--- src/rtl/mem_arb_ctrl.sv ---
// mem_arb_ctrl: arbitrates an instruction-fetch port and a data-memory port
// onto one shared memory. Round-robin on ties, one access at a time, with a
// wait-counter timeout and a sticky error flag.
module mem_arb_ctrl #(
    parameter int MAX_WAIT = 15
) (
    input  logic        clk,
    input  logic        rst,
    input  logic        if_req,
    input  logic [15:0] if_addr,
    input  logic        dm_rd,
    input  logic        dm_wr,
    input  logic [15:0] dm_addr,
    input  logic [15:0] dm_wdata,
    input  logic        mem_done,
    input  logic [15:0] mem_rdata,
    output logic        mem_en,
    output logic        mem_wr,
    output logic [15:0] mem_addr,
    output logic [15:0] mem_wdata,
    output logic        if_stall,
    output logic        if_valid,
    output logic [15:0] if_rdata,
    output logic        dm_stall,
    output logic        dm_valid,
    output logic [15:0] dm_rdata,
    output logic        err
);

    localparam int CW = $clog2(MAX_WAIT + 1);
    // Last counter value before the timeout fires; an ACC cycle without
    // mem_done at this value would make the counter reach MAX_WAIT.
    localparam logic [CW-1:0] WAIT_LAST = CW'(MAX_WAIT - 1);

    typedef enum logic [1:0] {IDLE, IF_ACC, DM_ACC} state_t;
    typedef enum logic {GNT_IF, GNT_DM} grant_t;

    state_t        state, state_n;
    grant_t        last_grant;
    logic [CW-1:0] wait_cnt;

    logic dm_req, dm_bad, dm_ok;
    logic grant_dm, grant_if;
    logic timeout, finish;

    // Request decode and round-robin pick; a simultaneous rd+wr is illegal
    // and never reaches the memory.
    always_comb begin
        dm_req   = dm_rd | dm_wr;
        dm_bad   = dm_rd & dm_wr;
        dm_ok    = dm_req & ~dm_bad;
        grant_dm = dm_ok & (~if_req | (last_grant == GNT_IF));
        grant_if = if_req & ~grant_dm;
        timeout  = ~mem_done & (wait_cnt == WAIT_LAST);
        finish   = mem_done | timeout;
    end

    // State register.
    always_ff @(posedge clk) begin
        if (rst) state <= IDLE;
        else     state <= state_n;
    end

    // Next-state logic.
    always_comb begin
        state_n = state;
        case (state)
            IDLE: begin
                if (grant_dm)      state_n = DM_ACC;
                else if (grant_if) state_n = IF_ACC;
            end
            IF_ACC, DM_ACC: begin
                if (finish) state_n = IDLE;
            end
            default: state_n = IDLE;
        endcase
    end

    // Command capture at grant, completion/timeout handling, error flag.
    always_ff @(posedge clk) begin
        if (rst) begin
            last_grant <= GNT_IF;
            wait_cnt   <= '0;
            mem_wr     <= 1'b0;
            mem_addr   <= 16'h0000;
            mem_wdata  <= 16'h0000;
            if_valid   <= 1'b0;
            dm_valid   <= 1'b0;
            if_rdata   <= 16'h0000;
            dm_rdata   <= 16'h0000;
            err        <= 1'b0;
        end else begin
            if_valid <= 1'b0;
            dm_valid <= 1'b0;
            case (state)
                IDLE: begin
                    wait_cnt <= '0;
                    if (grant_dm) begin
                        mem_addr   <= dm_addr;
                        mem_wdata  <= dm_wdata;
                        mem_wr     <= dm_wr;
                        last_grant <= GNT_DM;
                    end else if (grant_if) begin
                        mem_addr   <= if_addr;
                        mem_wdata  <= 16'h0000;
                        mem_wr     <= 1'b0;
                        last_grant <= GNT_IF;
                    end
                    // Illegal data request: flag it and release the requester.
                    if (dm_bad) begin
                        err      <= 1'b1;
                        dm_valid <= 1'b1;
                    end
                end
                IF_ACC: begin
                    if (mem_done) begin
                        if_valid <= 1'b1;
                        if_rdata <= mem_rdata;
                    end else if (timeout) begin
                        if_valid <= 1'b1;
                        if_rdata <= 16'h0000;
                        err      <= 1'b1;
                    end else begin
                        wait_cnt <= wait_cnt + CW'(1);
                    end
                end
                DM_ACC: begin
                    if (mem_done) begin
                        dm_valid <= 1'b1;
                        // Writes leave the last read data in place.
                        if (!mem_wr) dm_rdata <= mem_rdata;
                    end else if (timeout) begin
                        dm_valid <= 1'b1;
                        dm_rdata <= 16'h0000;
                        err      <= 1'b1;
                    end else begin
                        wait_cnt <= wait_cnt + CW'(1);
                    end
                end
                default: ;
            endcase
        end
    end

    assign mem_en   = (state != IDLE);
    assign if_stall = if_req & ~if_valid;
    assign dm_stall = dm_req & ~dm_valid;

endmodule
--- config.mk ---
export PLATFORM = sky130hd
export DESIGN_NAME = mem_arb_ctrl
export DESIGN_NICKNAME = d
export VERILOG_FILES = /design/src/rtl/mem_arb_ctrl.sv
export SDC_FILE = /design/constraint.sdc
export NUM_CORES = 1
export LEC_CHECK = 0
export BUFFER_PORTS_ARGS = -buffer_cell sky130_fd_sc_hd__buf_4
export CAP_MARGIN = 20
export CORE_MARGIN = 5
export CORE_UTILIZATION = 48
export CTS_CLUSTER_SIZE = 24
export DETAILED_ROUTE_END_ITERATION = 8
export PLACE_DENSITY_LB_ADDON = 0.08
export SLEW_MARGIN = 20
export SYNTH_ARGS = -nofsm -noshare
export SYNTH_HDL_FRONTEND = slang
export SYNTH_SLANG_ARGS = --single-unit
export TNS_END_PERCENT = 30
--- constraint.sdc ---
create_clock -name clk -period 1.9 [get_ports clk]
set_clock_uncertainty 0.1 [all_clocks]
set_input_delay 0.38 -clock clk [delete_from_list [all_inputs] [get_ports clk]]
set_output_delay 0.38 -clock clk [all_outputs]
set_load 0.005 [all_outputs]
### Yosys cells after proc, flatten, opt, wreduce, memory -nomap -nowiden

Cells that the tools add are included.
Widths: inputs -> output; s select.

| operators by class | value |
|---|---|
| reduce and logical (&&, ||, !) cells | 13 |
| muxes and demuxes | 26 |
| equal/unequal tests | 10 |
| bitwise gates (word level) | 18 |
| add/subtract/negate cells | 1 |

Operators by type and width:

| kind | count |
|---|---|
| $mux 16 | 8 |
| $mux 1 | 9 |
| $mux 4 | 2 |
| $ne 2x2->1 const B | 4 |
| $not 1->1 | 8 |
| $pmux 4 s2 | 1 |
| $reduce_bool 2->1 | 4 |
| $and 1x1->1 | 7 |
| $mux 2 | 3 |
| $reduce_and 2->1 | 3 |
| $reduce_and 3->1 | 2 |
| $add 4x1->4 const B | 1 |
| $eq 4x4->1 const B | 1 |
| $ne 2x1->1 const B | 2 |
| $pmux 1 s2 | 2 |
| $pmux 2 s2 | 1 |
| $reduce_and 4->1 | 1 |
| $reduce_or 2->1 | 2 |
| $ne 3x3->1 const B | 1 |
| $or 1x1->1 | 3 |
| $eq 2x1->1 const B | 1 |
| $eq 2x2->1 const B | 1 |
| $logic_not 2->1 | 1 |

| storage, ports and cells | value |
|---|---|
| input port bits | 70 |
| logic and storage cells | 79 |
| register bits after elaboration | 75 |

### Depth between registers and ports, before layout

| depth | value |
|---|---|
| depth after elaboration | 9 |
| gate-level depth with buffers | 7 |
| depth with buffers taken out | 5 |

### Worst setup path before layout

No wires, ideal clock.

| timing | value |
|---|---|
| path type | input-to-reg |
| from | input port dm_rd |
| to | register mem_wdata[7] |
| buffers on the path | 2 |
| required time | 1671 ps |
| path slack | 276 ps |
| stages | 7 |
| data arrival time | 1395 ps |
| path through | inv_1 -> ha_1 -> a21boi_2 -> buf_6 -> buf_2 -> a32oi_1 -> nor2_1 |

| between the ends | value |
|---|---|
| cells in the longest elaborated chain, start to end | 8 |
| elaborated cells on any way between the ends | 10 |
| classes of those cells | 1 x mux; 7 x bitwise; 2 x reduce/logical |

Ends and longest elaborated chain:

| element | RTL line | text |
|---|---|---|
| start, declared | 11 | `input logic dm_rd,` |
| $and 1x1->1 | 50 | `dm_bad = dm_rd & dm_wr;` |
| $not 1->1 | 51 | `dm_ok = dm_req & ~dm_bad;` |
| $and 1x1->1 (*) | 51 |  |
| $and 1x1->1 (*) | 52 | `grant_dm = dm_ok & (~if_req \| (last_grant == GNT_IF));` |
| $not 1->1 | 53 | `grant_if = if_req & ~grant_dm;` |
| $and 1x1->1 | 53 |  |
| $reduce_bool 2->1 (no line) | -- |  |
| $reduce_and 2->1 (no line) | -- |  |
| end signal, assigned | 100 | `mem_wdata <= dm_wdata;` |
| end, declared | 20 | `output logic [15:0] mem_wdata,` |

Every way passes the cells marked *; elsewhere a longest branch is shown, timed or not.
A chain may end at the register's enable or synchronous reset.

### Worst setup path in the final report

| timing | value |
|---|---|
| from | register state[1] |
| to | output port mem_en |

| between the ends | value |
|---|---|
| cells in the longest elaborated chain, start to end | 1 |

Ends and longest elaborated chain:

| element | RTL line | text |
|---|---|---|
| start, declared | 38 | `state_t state, state_n;` |
| start signal, assigned | 61 | `else state <= state_n;` |
| $reduce_bool 2->1 | 145 | `assign mem_en = (state != IDLE);` |
| end, declared | 17 | `output logic mem_en,` |

No other way between the ends.

==> impl_metrics.toml <==
[run_status]
status = "finished clean"

[worst_setup_path]
reg2reg_depth = 6
cp.required_ns = 1.42
r2r_start = "wait_cnt[0]"
r2r_slack_ns = 0.18
endpoint_kind = "primary output"
cp-start-kind = "flop"
worstPathMaxFanout = 8
r2r-end = "if_rdata[7]"
worstSetupPathType = "reg2out"
arrival_ns = 1.32

[die]
die_x_um = 93.1
fp.dieH_um = 93.1
core-area_mm2 = 0.00676
start_util = 0.491
dieArea_mm2 = 0.00867
io_pins = 141
row_count = 30

[cts]
cts_buffer_depth = 2
cts_buffers = 9
cts_sinks = 75
cts-root-buf = "clkbuf_8"
cts_setup_buffers = 0
htreeDepth = 3
clkTransAtPathRegs_ns = 0.08
ctsResizeCount = 1
ctsHoldBuffers = 0
cts_tree = "done"
clk_latency_ns = 0.34

[job]
maxCapViolations = 0

[synthesis]
yosysSeqAreaShare = 0.453
ys_ff_latch = 75
yosys_warnings = 0
yosysUniqueCellTypes = 45
syn_area_mm2 = 0.00331
synthCells = 359
netlist.area_leader.share = 0.453
synth.most_common_cell = "dfxtp_1"
yosys-top-cells-count = "dfxtp_1, a21oi_1, nor2_1, nand2_1, a21oi_2"
yosysTopAreaCell = "dfxtp_1"
ys.flop_type = "dfxtp_1"
postSynthAreaPerCell_um2 = 9.23
synth_fp_nets = 437
synth_area_leaders = "dfxtp_1, a21oi_1, a21oi_2"
async_flop_share = 0
synth_edf_count = 0

[timing]
tightestPinTransition_ns = 0.618
fin_crit_ns = 1.80
finalSetupViolCount = 0
timing.fmax_mhz = 556
period_share = 0.947
max_slew_margin = 0.588
drv_slew = 0
hold_violations = 0
timing.hold.ws_ns = 0.187
rsz0062_at_grt = "no"
setup_ws_ns = 0.100
setup_tns_ns = 0

[grt]
grt_pass1_vias = 3065
grt_antenna_before_repair = 0
grt.total_usage = 0.212
grt_max_degree = 33
overflow = 0
grt_pass1_wl_um = 14800

[power_and_ir_drop]
power.density_mw_per_mm2 = 942
leakage_uw = 0.00207
vdd_drop_max_v = 0.000689

[routing]
dr_total_vias = 3173
drtIter0Drc = 116
wire_per_inst_um = 15.7
totalWireLength_um = 9090
drcViolationCount = 0
first_pass_iters = 4
antenna_left = 0
avgViaCountPerCell = 5.48

[hold_path]
hold_class = "in2reg"
min_to = "if_rdata[2]"
min_from = "mem_rdata[2]"
min_path_cells = 3

[placed_design]
hpwl_um = 6750
gp_congestion = 0.735
dp_slack_ns = 0.0411
port_buffers = 140
place_area_mm2 = 0.00443

[cells_and_area]
finish.instance_area_mm2 = 0.00463
fill_cells = 570
syn_to_final_growth_pct = 39.8
layout.nets = 573
final_util = 0.686
n_antenna_cell = 0
drive_above_1_share = 0.393
## flip-flops by register name, summed over array words and instances, names as in the netlist, 2 cells and up
register	cells
dm_rdata	16
if_rdata	16
mem_addr	16
mem_wdata	16
wait_cnt	4
state	2
## where the power goes
part,switching [uW],total [uW],internal [uW]
sequential,117,1880,1760
clock,572,1210,636
combinational,623,1280,656
## worst max-delay path: stages, from the launching register on
cell	delay, ns
dfxtp_1	0.35
inv_1	0.09
ha_2	0.29
inv_1	0.10
buf_4	0.15
## stage by stage
| step | total power (uW) | instances |
|---|---|---|
| after floorplan | 2590 | 359 |
| after global placement | 3150 | 564 |
| after detailed placement | 3190 | 564 |
| after CTS | 4400 | 579 |
| final | 4370 | 579 |
| after global routing | 4620 | 579 |
## placed cells by master (no fill, tap or decap), types with 2 or more instances in the layout
cell type	n
buf_12	2
nand2_1	21
clkbuf_8	10
o21a_1	3
buf_4	153
nor2b_1	11
inv_1	9
and2b_1	6
mux2i_1	17
o21ai_1	17
ha_1	7
a32oi_1	17
dfxtp_1	75
nor2_1	22
and2_1	2
a21oi_2	20
nand4b_1	2
a21oi_1	47
o21ai_0	16
nand3_1	16
## logic make-up (layout without fill, tap and decap cells)
group,after synthesis,after routing,synth area share
DFF,75,75,0.453
AOI/OAI and AO/OA,134,134,0.267
buffers and inverters,39,179,0.0649
adders and majority gates,8,8,0.0302
muxes,17,17,0.0513
and+or+nand+nor,86,86,0.134
## area by class of cell
cell class	instances	area, um2	share of cell area
Clock buffer	11	141	0.0305
Tap cell	80	100	0.0216
Inverter	9	33.8	0.00729
Clock inverter	4	51.3	0.0111
Timing Repair Buffer	155	1190	0.256
Sequential cell	75	1500	0.324
Multi-Input combinational cell	245	1620	0.349
## routing by layer
metal  track usage  wire [um]  vias to the layer above
met5             0          0                        -
met4        0.0769        116                        0
met3        0.0780        833                       11
met2         0.349       4390                      111
met1         0.253       3750                     1494
li1              -          -                     1557
## worst max path at each step
stage                     depth (start not counted)            to  slack [ns]     start
final                                             4        mem_en        0.10  state[1]
after global routing                              4        mem_en       0.009  state[1]
after CTS                                         5   dm_rdata[4]        0.06  state[0]
after detailed placement                          7   mem_addr[0]        0.04     dm_wr
after global placement                            7   mem_addr[0]        0.09     dm_wr
after floorplan                                   7  mem_wdata[7]        0.28     dm_rd
Power figures use the tool's default switching activity.
